### src/rtl/text_console_ctrl_pkg.sv
// Shared constants and types for the text console writer: screen geometry,
// cell layout, control codes and the sequencer state encoding.
// Included by text_console_ctrl and console_cursor.
package text_console_ctrl_pkg;

    localparam int TXT_COLS   = 80;
    localparam int TXT_ROWS   = 30;
    localparam int TXT_ADDR_W = 12;

    // Cell layout: {color[31:8], 1'b0, char[6:0]}
    localparam int CELL_COLOR_MSB = 31;
    localparam int CELL_COLOR_LSB = 8;
    localparam int CELL_CHAR_MSB  = 6;
    localparam int CELL_CHAR_LSB  = 0;

    localparam logic [7:0] CH_BS    = 8'h08;
    localparam logic [7:0] CH_LF    = 8'h0A;
    localparam logic [7:0] CH_FF    = 8'h0C;
    localparam logic [7:0] CH_CR    = 8'h0D;
    localparam logic [7:0] CH_SPACE = 8'h20;
    localparam logic [7:0] CH_TILDE = 8'h7E;

    typedef enum logic [1:0] {
        IDLE        = 2'd0,
        SCROLL_COPY = 2'd1,
        SCROLL_CLR  = 2'd2,
        CLEAR       = 2'd3
    } console_state_t;

    function automatic logic [31:0] make_cell(input logic [23:0] color, input logic [7:0] ch);
        return {color, 1'b0, ch[6:0]};
    endfunction

endpackage

### src/rtl/console_cursor.sv
// Cursor register pair for the text console: advance, back, newline, CR and home.
// Ports: one-hot-ish op strobes in (priority home > newline > cr > back > advance),
// col/row out plus linear cell address row*COLS+col and edge flags.
module console_cursor
    import text_console_ctrl_pkg::*;
#(
    parameter int COLS = TXT_COLS,
    parameter int ROWS = TXT_ROWS,
    parameter bit WRAP = 1'b0      // newline on the last row wraps to row 0
) (
    input  logic                  clk,
    input  logic                  rst,
    input  logic                  advance,
    input  logic                  back,
    input  logic                  newline,
    input  logic                  cr,
    input  logic                  home,
    output logic [6:0]            col,
    output logic [4:0]            row,
    output logic [TXT_ADDR_W-1:0] addr,
    output logic                  last_col,
    output logic                  last_row,
    output logic                  at_origin
);

    assign last_col  = (col == 7'(COLS - 1));
    assign last_row  = (row == 5'(ROWS - 1));
    assign at_origin = (col == 7'd0) && (row == 5'd0);
    assign addr      = TXT_ADDR_W'(row) * TXT_ADDR_W'(COLS) + TXT_ADDR_W'(col);

    always_ff @(posedge clk or posedge rst) begin
        if (rst) begin
            col <= 7'd0;
            row <= 5'd0;
        end else if (home) begin
            col <= 7'd0;
            row <= 5'd0;
        end else if (newline) begin
            col <= 7'd0;
            if (!last_row)
                row <= row + 5'd1;
            else if (WRAP)
                row <= 5'd0;
        end else if (cr) begin
            col <= 7'd0;
        end else if (back) begin
            // caller never issues back at the origin
            if (col == 7'd0) begin
                col <= 7'(COLS - 1);
                row <= row - 5'd1;
            end else begin
                col <= col - 7'd1;
            end
        end else if (advance) begin
            col <= col + 7'd1;
        end
    end

endmodule

### src/rtl/text_console_ctrl.sv
// Terminal-style writer for the VGA text buffer: prints chars, handles CR/LF/BS/FF,
// scrolls (TEXT_CONSOLE_SCROLL_EN) or wraps+blanks row 0, and clears the screen.
// Latency: one cycle from accept to write strobe; cmd_ready is low while a fill/copy runs.
// Ports: cmd_* command handshake in; buf_* text-buffer write/read ports; cur_col/cur_row, busy out.
module text_console_ctrl
    import text_console_ctrl_pkg::*;
#(
    parameter int          COLS        = TXT_COLS,
    parameter int          ROWS        = TXT_ROWS,
    parameter logic [23:0] BLANK_COLOR = 24'h000000
) (
    input  logic                  clk,
    input  logic                  rst,
    input  logic                  cmd_valid,
    output logic                  cmd_ready,
    input  logic [7:0]            cmd_char,
    input  logic [23:0]           cmd_color,
    output logic                  buf_we,
    output logic [TXT_ADDR_W-1:0] buf_waddr,
    output logic [31:0]           buf_wdata,
    output logic                  buf_re,
    output logic [TXT_ADDR_W-1:0] buf_raddr,
    input  logic [31:0]           buf_rdata,
    output logic [6:0]            cur_col,
    output logic [4:0]            cur_row,
    output logic                  busy
);

    localparam logic [TXT_ADDR_W-1:0] LAST_CELL  = TXT_ADDR_W'(COLS * ROWS - 1);
    localparam logic [TXT_ADDR_W-1:0] ROW0_LAST  = TXT_ADDR_W'(COLS - 1);
    localparam logic [TXT_ADDR_W-1:0] COPY_LEN   = TXT_ADDR_W'(COLS * (ROWS - 1));
    localparam logic [31:0]           BLANK_CELL = make_cell(BLANK_COLOR, CH_SPACE);

`ifdef TEXT_CONSOLE_SCROLL_EN
    localparam bit WRAP = 1'b0;
`else
    localparam bit WRAP = 1'b1;
`endif

    console_state_t        state;
    logic [TXT_ADDR_W-1:0] cnt;
    logic [TXT_ADDR_W-1:0] fill_last;
    logic                  we_q;
    logic [TXT_ADDR_W-1:0] waddr_q;
    logic [31:0]           wdata_q;

    logic                  accept, printable, is_bs;
    logic                  c_advance, c_back, c_newline, c_cr, c_home;
    logic [TXT_ADDR_W-1:0] cur_addr;
    logic                  last_col, last_row, at_origin;

    assign cmd_ready = (state == IDLE);
    assign busy      = (state != IDLE);
    assign accept    = cmd_valid && cmd_ready;
    assign printable = (cmd_char >= CH_SPACE) && (cmd_char <= CH_TILDE);
    assign is_bs     = (cmd_char == CH_BS);

    // A printable in the last column turns into a newline instead of a column step.
    assign c_advance = accept && printable && !last_col;
    assign c_newline = accept && ((printable && last_col) || (cmd_char == CH_LF));
    assign c_cr      = accept && (cmd_char == CH_CR);
    assign c_back    = accept && is_bs && !at_origin;
    assign c_home    = accept && (cmd_char == CH_FF);

    console_cursor #(.COLS(COLS), .ROWS(ROWS), .WRAP(WRAP)) u_cursor (
        .clk       (clk),
        .rst       (rst),
        .advance   (c_advance),
        .back      (c_back),
        .newline   (c_newline),
        .cr        (c_cr),
        .home      (c_home),
        .col       (cur_col),
        .row       (cur_row),
        .addr      (cur_addr),
        .last_col  (last_col),
        .last_row  (last_row),
        .at_origin (at_origin)
    );

    always_ff @(posedge clk or posedge rst) begin
        if (rst) begin
            state     <= IDLE;
            cnt       <= '0;
            fill_last <= '0;
            we_q      <= 1'b0;
            waddr_q   <= '0;
            wdata_q   <= '0;
        end else begin
            we_q <= 1'b0;
            case (state)
                IDLE: begin
                    if (accept) begin
                        if (printable) begin
                            we_q    <= 1'b1;
                            waddr_q <= cur_addr;
                            wdata_q <= make_cell(cmd_color, cmd_char);
                        end else if (c_back) begin
                            // cursor moves linearly back one cell
                            we_q    <= 1'b1;
                            waddr_q <= cur_addr - 1'b1;
                            wdata_q <= BLANK_CELL;
                        end
                        if (c_home) begin
                            state     <= CLEAR;
                            cnt       <= '0;
                            fill_last <= LAST_CELL;
                        end else if (c_newline && last_row) begin
`ifdef TEXT_CONSOLE_SCROLL_EN
                            state <= SCROLL_COPY;
                            cnt   <= '0;
`else
                            // cursor wraps to row 0; blank that row
                            state     <= CLEAR;
                            cnt       <= '0;
                            fill_last <= ROW0_LAST;
`endif
                        end
                    end
                end
`ifdef TEXT_CONSOLE_SCROLL_EN
                SCROLL_COPY: begin
                    // read of cell cnt+COLS issued this cycle; the write of
                    // cell cnt-1 uses the data returned for the previous read
                    if (cnt != '0) begin
                        we_q    <= 1'b1;
                        waddr_q <= cnt - 1'b1;
                    end
                    if (cnt == COPY_LEN) begin
                        state     <= SCROLL_CLR;
                        fill_last <= LAST_CELL;  // cnt already points at the last row
                    end else begin
                        cnt <= cnt + 1'b1;
                    end
                end
                SCROLL_CLR: begin
                    we_q    <= 1'b1;
                    waddr_q <= cnt;
                    wdata_q <= BLANK_CELL;
                    if (cnt == fill_last) begin
                        state <= IDLE;
                        cnt   <= '0;
                    end else begin
                        cnt <= cnt + 1'b1;
                    end
                end
`endif
                CLEAR: begin
                    we_q    <= 1'b1;
                    waddr_q <= cnt;
                    wdata_q <= BLANK_CELL;
                    if (cnt == fill_last) begin
                        state <= IDLE;
                        cnt   <= '0;
                    end else begin
                        cnt <= cnt + 1'b1;
                    end
                end
                default: begin
                    state <= IDLE;
                    cnt   <= '0;
                end
            endcase
        end
    end

    assign buf_we    = we_q;
    assign buf_waddr = waddr_q;

`ifdef TEXT_CONSOLE_SCROLL_EN
    logic                  re_q;
    logic [TXT_ADDR_W-1:0] raddr_q;
    logic                  copy_sel;

    always_ff @(posedge clk or posedge rst) begin
        if (rst) begin
            re_q     <= 1'b0;
            raddr_q  <= '0;
            copy_sel <= 1'b0;
        end else begin
            re_q     <= (state == SCROLL_COPY) && (cnt != COPY_LEN);
            copy_sel <= (state == SCROLL_COPY) && (cnt != '0);
            if ((state == SCROLL_COPY) && (cnt != COPY_LEN))
                raddr_q <= cnt + TXT_ADDR_W'(COLS);
        end
    end

    // Read data arrives the cycle after buf_re, the same cycle its write is
    // strobed, so copy data is forwarded straight from the read port.
    assign buf_re    = re_q;
    assign buf_raddr = raddr_q;
    assign buf_wdata = copy_sel ? buf_rdata : wdata_q;
`else
    logic unused_rdata;
    assign unused_rdata = ^buf_rdata;
    assign buf_re       = 1'b0;
    assign buf_raddr    = '0;
    assign buf_wdata    = wdata_q;
`endif

endmodule
### config.mk
export PLATFORM = sky130hd
export DESIGN_NAME = text_console_ctrl
export DESIGN_NICKNAME = d
export VERILOG_FILES = /design/src/rtl/text_console_ctrl_pkg.sv /design/src/rtl/console_cursor.sv /design/src/rtl/text_console_ctrl.sv
export SDC_FILE = /design/constraint.sdc
export NUM_CORES = 1
export LEC_CHECK = 0
export ABC_CLOCK_PERIOD_IN_PS = 3000
export CAP_MARGIN = 25
export CORE_ASPECT_RATIO = 1.4
export CORE_MARGIN = 10
export CORE_UTILIZATION = 55
export DETAILED_ROUTE_END_ITERATION = 16
export DONT_BUFFER_PORTS = 1
export PLACE_DENSITY = 0.83
export SETUP_SLACK_MARGIN = 0.1
export SYNTH_ARGS = -nofsm -noshare
export SYNTH_HDL_FRONTEND = slang
export SYNTH_HIERARCHICAL = 1
export SYNTH_SLANG_ARGS = --single-unit
### constraint.sdc
create_clock -name clk -period 3 [get_ports clk]
set_clock_uncertainty 0.1 [all_clocks]
set_input_delay 0.45 -clock clk [delete_from_list [all_inputs] [get_ports clk]]
set_output_delay 0.45 -clock clk [all_outputs]
set_load 0.01 [all_outputs]
Word level (Yosys, flattened, before mapping) --
Index checks and enable logic that the tools add are counted.
Storage, ports and cells: register bits after elaboration 83, input port bits 67, output and inout port bits 72, logic and storage cells 96
Operators by class: $add $sub $neg 7, multiply operators 1, $lt $le $gt $ge 2, equality and inequality tests 13, muxes and demuxes 36, reduce and logical (&&, ||, !) cells 29
Operators with widths (count):
- $mux 12 | 9
- $mux 32 | 3
- $pmux 32 s2 | 1
- $pmux 12 s2 | 2
- $mux 7 | 6
- $eq 8x4->1 const B | 4
- $mux 5 | 6
- $add 12x1->12 const B | 1
- $add 12x7->12 | 1
- $eq 12x12->1 | 1
- $logic_and 1x1->1 | 12
- $reduce_and 3->1 | 4
- $sub 12x1->12 const B | 1
- $ge 8x6->1 const B | 1
- $le 8x7->1 const B | 1
- $mul 5x3->8 const B | 1
- $mux 2 | 4
- $add 7x1->7 const B | 1
- $eq 7x7->1 const B | 1
- $logic_not 7->1 | 1
- $sub 7x1->7 const B | 1
- $ne 3x1->1 const B | 2
- $reduce_bool 2->1 | 3
- $reduce_bool 3->1 | 2
- other kinds (16) | 19

Longest topological paths before layout --
Gate-level depths: netlist of the first run.
word-level depth 10, depth in mapped cells 12, depth with buffers taken out 11

Hierarchy --
The synthesis of the first run kept the hierarchy.
By module, submodules not included:
- text_console_ctrl | instances 1, cells an instance 347, area each 3154.3 um^2, sequential area each 1476.4 um^2
- console_cursor | instances 1, cells an instance 144, area each 1340.0 um^2, sequential area each 300.3 um^2

Worst setup path after synthesis of the first run --
Ideal clock, no wire load.
path type reg2reg, start reg u_cursor.row[0], end reg waddr_q[11] (netlist: buf_waddr[11]), library setup time 0.065 ns, arrival 2.826 ns, data required time 2.835 ns, path slack 0.009 ns, cell stages (with the launch flop) 10, path buffers 0, clock period less this slack 2.991 ns, cells stage by stage dfrtp_1 -> ha_1 -> ha_1 -> a21oi_1 -> xnor2_1 -> or4_4 -> or3_4 -> nor3_1 -> mux2i_1 -> a22o_1
Between the ends: longest elaborated chain between the ends 7, elaborated cells between the ends (all ways) 13, those cells by class add/sub: 2; mul: 1; eq/ne: 1; mux: 4; reduce/logical: 5
Ends and longest elaborated chain:
- start, declared | RTL line console_cursor.sv:19 | output logic [4:0] row,
- start signal, assigned | RTL line console_cursor.sv:41 | row <= row + 5'd1;
- start signal, assigned | RTL line console_cursor.sv:50 | row <= row - 5'd1;
- $mul 5x3->8 | RTL line console_cursor.sv:29 | assign addr = TXT_ADDR_W'(row) * TXT_ADDR_W'(COLS) + TXT_ADDR_W'(col);
- $add 12x7->12 | RTL line console_cursor.sv:29
- net cur_addr[7] | RTL line text_console_ctrl.sv:49 | logic [TXT_ADDR_W-1:0] cur_addr;
- $sub 12x1->12 | RTL line text_console_ctrl.sv:101 | waddr_q <= cur_addr - 1'b1;
- $mux 12 | RTL line text_console_ctrl.sv:98 | end else if (c_back) begin
- $mux 12 | RTL line text_console_ctrl.sv:94 | if (printable) begin
- $mux 12 | RTL line text_console_ctrl.sv:93 | if (accept) begin
- $pmux 12 s2 | RTL line text_console_ctrl.sv:91 | case (state)
- end signal, assigned | RTL line text_console_ctrl.sv:96 | waddr_q <= cur_addr;
- end signal, assigned | RTL line text_console_ctrl.sv:101
- end signal, assigned | RTL line text_console_ctrl.sv:150 | waddr_q <= cnt;
- end, declared | RTL line text_console_ctrl.sv:44 | logic [TXT_ADDR_W-1:0] waddr_q;
The timed path passes the listed nets, and every way through them passes these cells. The select of a mux whose other input is x is not followed. A chain may end at the register's enable or synchronous reset.

Final worst setup path of the first run --
start reg u_cursor.row[0], end reg waddr_q[10] (netlist: buf_waddr[10])
Same word-level chain as after synthesis.

==> results of run 1 <==
-- through the flow --
step	std cells	setup slack (ps)	util	power (mW)	hold slack, ps
3_3_place_gp	587	48.1	0.592	2.21	237
2_1_floorplan	504	112	-	2.01	214
6_report	615	53.8	0.654	3.18	113
3_5_place_dp	587	9.40	0.592	2.25	247
4_1_cts	609	73.8	0.627	3.07	94.7
5_1_grt	615	-28.1	0.654	3.35	111
-- worst paths after layout --
kind                                             startpoint                        end  slack (ps)  depth (start not counted)
min in group asynchronous                               rst       state[0]$_DFFE_PP0P_         470                          2
max in group asynchronous                               rst  buf_wdata[30]$_DFFE_PP0P_        1690                          3
worst max-delay path            u_cursor/row[0]$_DFFE_PP0P_  buf_waddr[10]$_DFFE_PP0P_          50                          8
worst max register to register  u_cursor/row[0]$_DFFE_PP0P_  buf_waddr[10]$_DFFE_PP0P_          50                          8
worst min-delay path                          cmd_color[18]  buf_wdata[26]$_DFFE_PP0P_         110                          2
worst min register to register     fill_last[6]$_DFFE_PP0P_   fill_last[6]$_DFFE_PP0P_         420                          1
-- timing repair --
item,in CTS,in global routing
pin swaps,5,17
hold buffers,1,0
cloned,0,0
setup buffers,5,6
hold endpoints to repair,29,0
resized for setup,6,26
setup endpoints to repair,8,12
-- synthesized netlist by cell type (2+ instances only) --
library cell / instances / area (µm²)
a211o_1: 8 / 70.1
a211oi_1: 4 / 30.0
a21o_1: 12 / 90.1
a21oi_1: 15 / 75.1
a221o_1: 4 / 40.0
a221oi_1: 3 / 26.3
a22o_1: 3 / 26.3
a32o_1: 5 / 50.1
a32oi_1: 2 / 17.5
and2_1: 3 / 18.8
and3_1: 13 / 81.3
and4_1: 4 / 35.0
buf_2: 7 / 35.0
buf_4: 18 / 135
buf_6: 2 / 22.5
clkbuf_1: 17 / 63.8
dfrtp_1: 71 / 1780
fa_1: 2 / 40.0
ha_1: 17 / 213
inv_1: 18 / 67.6
mux2_2: 2 / 22.5
mux2i_1: 3 / 30.0
nand2_1: 73 / 274
nand2b_1: 5 / 31.3
nand3_1: 7 / 35.0
nand4_1: 7 / 43.8
nand4b_1: 2 / 17.5
nor2_1: 21 / 78.8
nor2b_1: 3 / 18.8
nor3_1: 12 / 60.1
nor3b_1: 7 / 52.6
nor4_1: 9 / 56.3
nor4bb_1: 2 / 20.0
o211ai_1: 5 / 37.5
o21a_1: 4 / 30.0
o21ai_0: 39 / 195
o21ai_1: 2 / 10.0
o22a_1: 2 / 17.5
o31ai_1: 3 / 22.5
or3_1: 5 / 31.3
or3_4: 2 / 22.5
or4_2: 2 / 17.5
xnor2_1: 7 / 61.3
xor2_1: 10 / 87.6
-- final cells by class --
cell class,instances,area [µm²]
Inverter,19,71.3
Fill cell,639,2710
Clock inverter,6,68.8
Sequential cell,71,1780
Timing Repair Buffer,40,310
Multi-Input combinational cell,369,2650
Clock buffer,10,128
Tap cell,100,125
-- routing by layer --
layer  global-route usage  wire length [µm]  vias to the layer above
met2                0.343              6900                      174
met4               0.0892               348                        0
met5                    0                 0                        -
met1                0.208              4470                     1909
li1                     -                 -                     1780
met3               0.0525              1020                       41
-- critical path: stages (launching register included) --
cell and delay (ps):
dfrtp_2 460, ha_2 200, fa_2 370, xor2_2 180, or4_4 570, or3_4 420
nor3_4 180, xnor2_2 110, a221oi_2 260
-- logic make-up after synthesis --
group / Yosys count
adder cells (fa/ha/maj): 19
other: 1
multiplexers: 5
XOR/XNOR: 17
AO/OA/AOI/OAI: 124
buffers and inverters: 64
flip-flops: 71
AND/OR/NAND/NOR: 190
-- registers in the layout, indices dropped and copies added, names as in the netlist --
| signal | cells |
|---|---|
| buf_wdata | 31 |
| buf_waddr | 12 |
| cnt | 12 |
| u_cursor/col | 7 |
| u_cursor/row | 5 |
| fill_last | 2 |
| buf_we | 1 |
| state | 1 |
-- power by group through the flow --
stage | combinational, mW | clock [mW] | sequential (mW)
after floorplan | 0.669 | 0 | 1.34
after global placement | 0.897 | 0 | 1.31
after detailed placement | 0.934 | 0 | 1.32
after CTS | 0.972 | 0.802 | 1.30
after global routing | 1.19 | 0.839 | 1.32
final | 1.10 | 0.791 | 1.29
==> flow_summary.ini, run 1 <==
[clock_tree]
clk_pin_slew_ps = 80
cts_tree = built
h-tree-depth = 3
cts_buffers = 9
cts-root-buf = clkbuf_8
clock_path_buffers = 2
clkLatencyLatePin_ps = 370
cts_num_sinks = 71

[min_path]
worstHoldPathType = in -> reg

[drt]
totalWireLength_mm = 12.7
firstDrtPassIters = 5
via_count = 3904
first_iter_violations = 212
ant_nets = 0
wl_per_cell_um = 20.7
viasPerCell = 6.35
drc = 0

[floorplan]
design.core.area_um2 = 7850
io_pins = 139
die_y_um = 127
start_util = 0.573
num_rows = 38
dieWidth_um = 96.4
dieArea_um2 = 12200

[cells_and_area]
drive_gt1_frac = 0.208
final_cell_mix = nand2_1, dfrtp_1, o21ai_0, buf_4, nor2_1
num_antenna_cells = 0
fin_area_um2 = 5130
areaGrowthSynthToFinish_pct = 14.2
mostFrequentLayoutCell = nand2_1
nets = 596

[synth]
yosys.area_share.simple = 0.232
ys_warn_count = 6
synth_xor_area_frac = 0.0331
synth_fa_ha_area_frac = 0.0562
synth.area.mux_share = 0.0117
synth_cell_types = 73
avgSynthCellArea_um2 = 9.15
synth_edf_count = 0
synth_area_um2 = 4490
synthCells = 491
synth_ff_type = dfrtp_1
synth_top_family_by_area = simple AND/OR/NAND/NOR gates
ys_ff_latch = 71
synth_compound_area_frac = 0.197
async_flop_share = 1.00
yosysSeqAreaShare = 0.395

[global_routing]
grt_max_degree = 37
grt_pass1_vias = 3764
grt_overflow_total = 0
track_usage = 0.195
grt_pass1_wl_mm = 19.0
antenna_found_initial = 0

[worst_setup_path]
cp.required_ps = 3160
cp-start-kind = register
path_class = reg -> reg
critPathMaxFanout = 3
arrival_ps = 3110
crit_path_end_kind = register

[timing]
slew_violations = 0
max_slew_margin = 0.546
tightest_slew_ps = 681
tns_ps = 0
grt_setup_unrepaired = yes
finalHoldViolations = 0
timing.fmax_ghz = 0.339
period_minus_slack_ps = 2950
finalSetupViolations = 0
finalCritPeriodShare = 0.982

[status]
status = finished, final reports clean

[power_and_ir_drop]
pwr-share-comb = 0.344
p_leak_nw = 2.37
power_density_nw_per_um2 = 620
power.switching_mw = 1.22
clkPwrFrac = 0.249
p_sw_frac = 0.384
worst_ir_drop_vdd_mv = 0.480
internal_power_mw = 1.96
pwr-share-seq = 0.407

[place]
port_buffers = 0
place.gp.congestion = 0.882
placed_area_um2 = 4650
place_hpwl_mm = 9.08

[flow_run]
cap_violations = 0
Note: power is estimated with default switching activity, not from simulation.
==> run 2, diff against run 1 <==
--- a/config.mk
+++ b/config.mk
@@ -8,8 +8,9 @@
 export ABC_CLOCK_PERIOD_IN_PS = 3000
 export CAP_MARGIN = 25
 export CORE_ASPECT_RATIO = 1.4
-export CORE_MARGIN = 10
+export CORE_MARGIN = 3
 export CORE_UTILIZATION = 55
+export CTS_CLUSTER_SIZE = 40
 export DETAILED_ROUTE_END_ITERATION = 16
 export DONT_BUFFER_PORTS = 1
 export PLACE_DENSITY = 0.83
==> flow_summary.ini, run 2 (synthesis gave the netlist of run 1 again) <==
[timing]
slew_violations = 0
timing.fmax_ghz = 0.345
finalCritPeriodShare = 0.967
finalHoldViolations = 8
tns_ps = 0
hold_ws_ps = -4.53
period_minus_slack_ps = 2900
grt_setup_unrepaired = yes
finalSetupViolations = 0
tightest_slew_ps = 741
max_slew_margin = 0.505

[status]
status = complete, but fails checks
violations = hold timing

[worst_setup_path]
crit_path_start = u_cursor/row[2]$_DFFE_PP0P_
rr_worst_depth = 8
cp.required_ps = 3200
crit_path_end = buf_waddr[11]$_DFFE_PP0P_
worstReg2RegEnd = buf_waddr[11]$_DFFE_PP0P_
cpPeakStageDelay_ps = 590
path_class = reg -> reg
cp-start-kind = register
critPathMaxFanout = 4
crit_chain = ha_1 > ha_4 > xor2_1 > or4_4 > or3_4 > nor3_4 > mux2i_2 > a22o_1
crit_path_end_kind = register
arrival_ps = 3110
critical_path.slowest_cell = or4_4
r2r_slack_ps = 100
reg2reg_from = u_cursor/row[2]$_DFFE_PP0P_

[drt]
ant_nets = 0
drc = 0
first_iter_violations = 295
wl_per_cell_um = 18.3
firstDrtPassIters = 5
viasPerCell = 6.11
via_count = 3772
totalWireLength_mm = 11.3

[clock_tree]
clk_pin_slew_ps = 80
clkLatencyLatePin_ps = 360
cts-root-buf = clkbuf_8
h-tree-depth = 3
cts_tree = built
clock_path_buffers = 2
cts_buffers = 9
cts_num_sinks = 71

[floorplan]
dieArea_um2 = 9310
die_y_um = 113
dieWidth_um = 82.4
io_pins = 139
start_util = 0.573
num_rows = 38
design.core.area_um2 = 7850

[global_routing]
grt_pass1_wl_mm = 18.0
track_usage = 0.252
grt_overflow_total = 0
grt_pass1_vias = 3710
grt_max_degree = 47
antenna_found_initial = 0

[flow_run]
cap_violations = 0

[power_and_ir_drop]
power_density_nw_per_um2 = 612
totalPowerFinal_mw = 3.12
p_leak_nw = 2.37
worst_ir_drop_vdd_mv = 0.460

[place]
place_hpwl_mm = 8.10
place.gp.congestion = 0.892
port_buffers = 0

[cells_and_area]
drive_gt1_frac = 0.197
num_antenna_cells = 0
utilization = 0.650
largest_reg_flops = 31
mostFrequentLayoutCell = nand2_1
final_cell_mix = nand2_1, dfrtp_1, o21ai_0, buf_4, nor2_1
nets = 598
areaGrowthSynthToFinish_pct = 13.4

[min_path]
worstHoldPathType = in -> async
-- run 2: cell count changes in the layout (fill, tap and decap cells not counted), sizes merged --
cell / previous run / this run
buf: 39 / 41
-- run 2: power by group --
group,total [mW],leakage (nW),internal (mW),switching (mW)
clock network,0.783,0.0973,0.390,0.393
logic,1.05,1.35,0.442,0.608
registers,1.29,0.919,1.11,0.178
total,3.12,2.37,1.94,1.18
-- run 2: final cells by class --
type	instances	area, µm²
Fill cell	598	2750
Multi-Input combinational cell	369	2580
Sequential cell	71	1780
Timing Repair Buffer	42	347
Clock buffer	10	128
Tap cell	100	125
Inverter	19	71.3
Clock inverter	6	68.8
-- run 2: repair_timing --
| action | CTS | global route |
|---|---|---|
| pin swaps | 11 | 4 |
| hold buffers | 1 | 0 |
| endpoints found under the setup margin | 3 | 19 |
| setup buffers | 5 | 1 |
| hold endpoints to repair | 12 | 0 |
| resized for setup | 10 | 13 |
-- run 2: routing by layer --
layer / GRT usage / vias to the layer above / wire length (µm)
li1: - / 1781 / -
met1: 0.290 / 1813 / 4270
met2: 0.434 / 160 / 5990
met3: 0.0701 / 18 / 802
met4: 0.0931 / 0 / 206
met5: 0 / - / 0
-- run 2: worst min path at each step --
stage	startpoint	end	slack (ps)	depth (start not counted)
after floorplan	rst	u_cursor/col[0]$_DFFE_PP0P_	210	1
after CTS	rst	buf_wdata[16]$_DFFE_PP0P_	2	1
final	rst	fill_last[6]$_DFFE_PP0P_	-5	1
after global placement	rst	u_cursor/col[5]$_DFFE_PP0P_	280	1
after global routing	rst	buf_wdata[10]$_DFFE_PP0P_	30	1
after detailed placement	rst	u_cursor/col[5]$_DFFE_PP0P_	280	1
-- run 2: worst max-delay path: cells and delay by family, from the launching register on --
kind,cells,cell delay (ps)
flops,1,440
xor+xnor,1,200
fa+ha+maj,2,560
mux,1,270
compound gates,1,150
simple gates,3,1110
-- run 2: through the flow --
stage	instances	setup WS (ps)	cell area, µm²	hold WS, ps
final	617	97.8	5100	-4.53
after floorplan	504	112	4560	214
after global routing	617	11.5	5100	30.6
after global placement	594	75.1	4720	276
after CTS	616	111	5030	1.58
after detailed placement	594	-1.88	4720	283
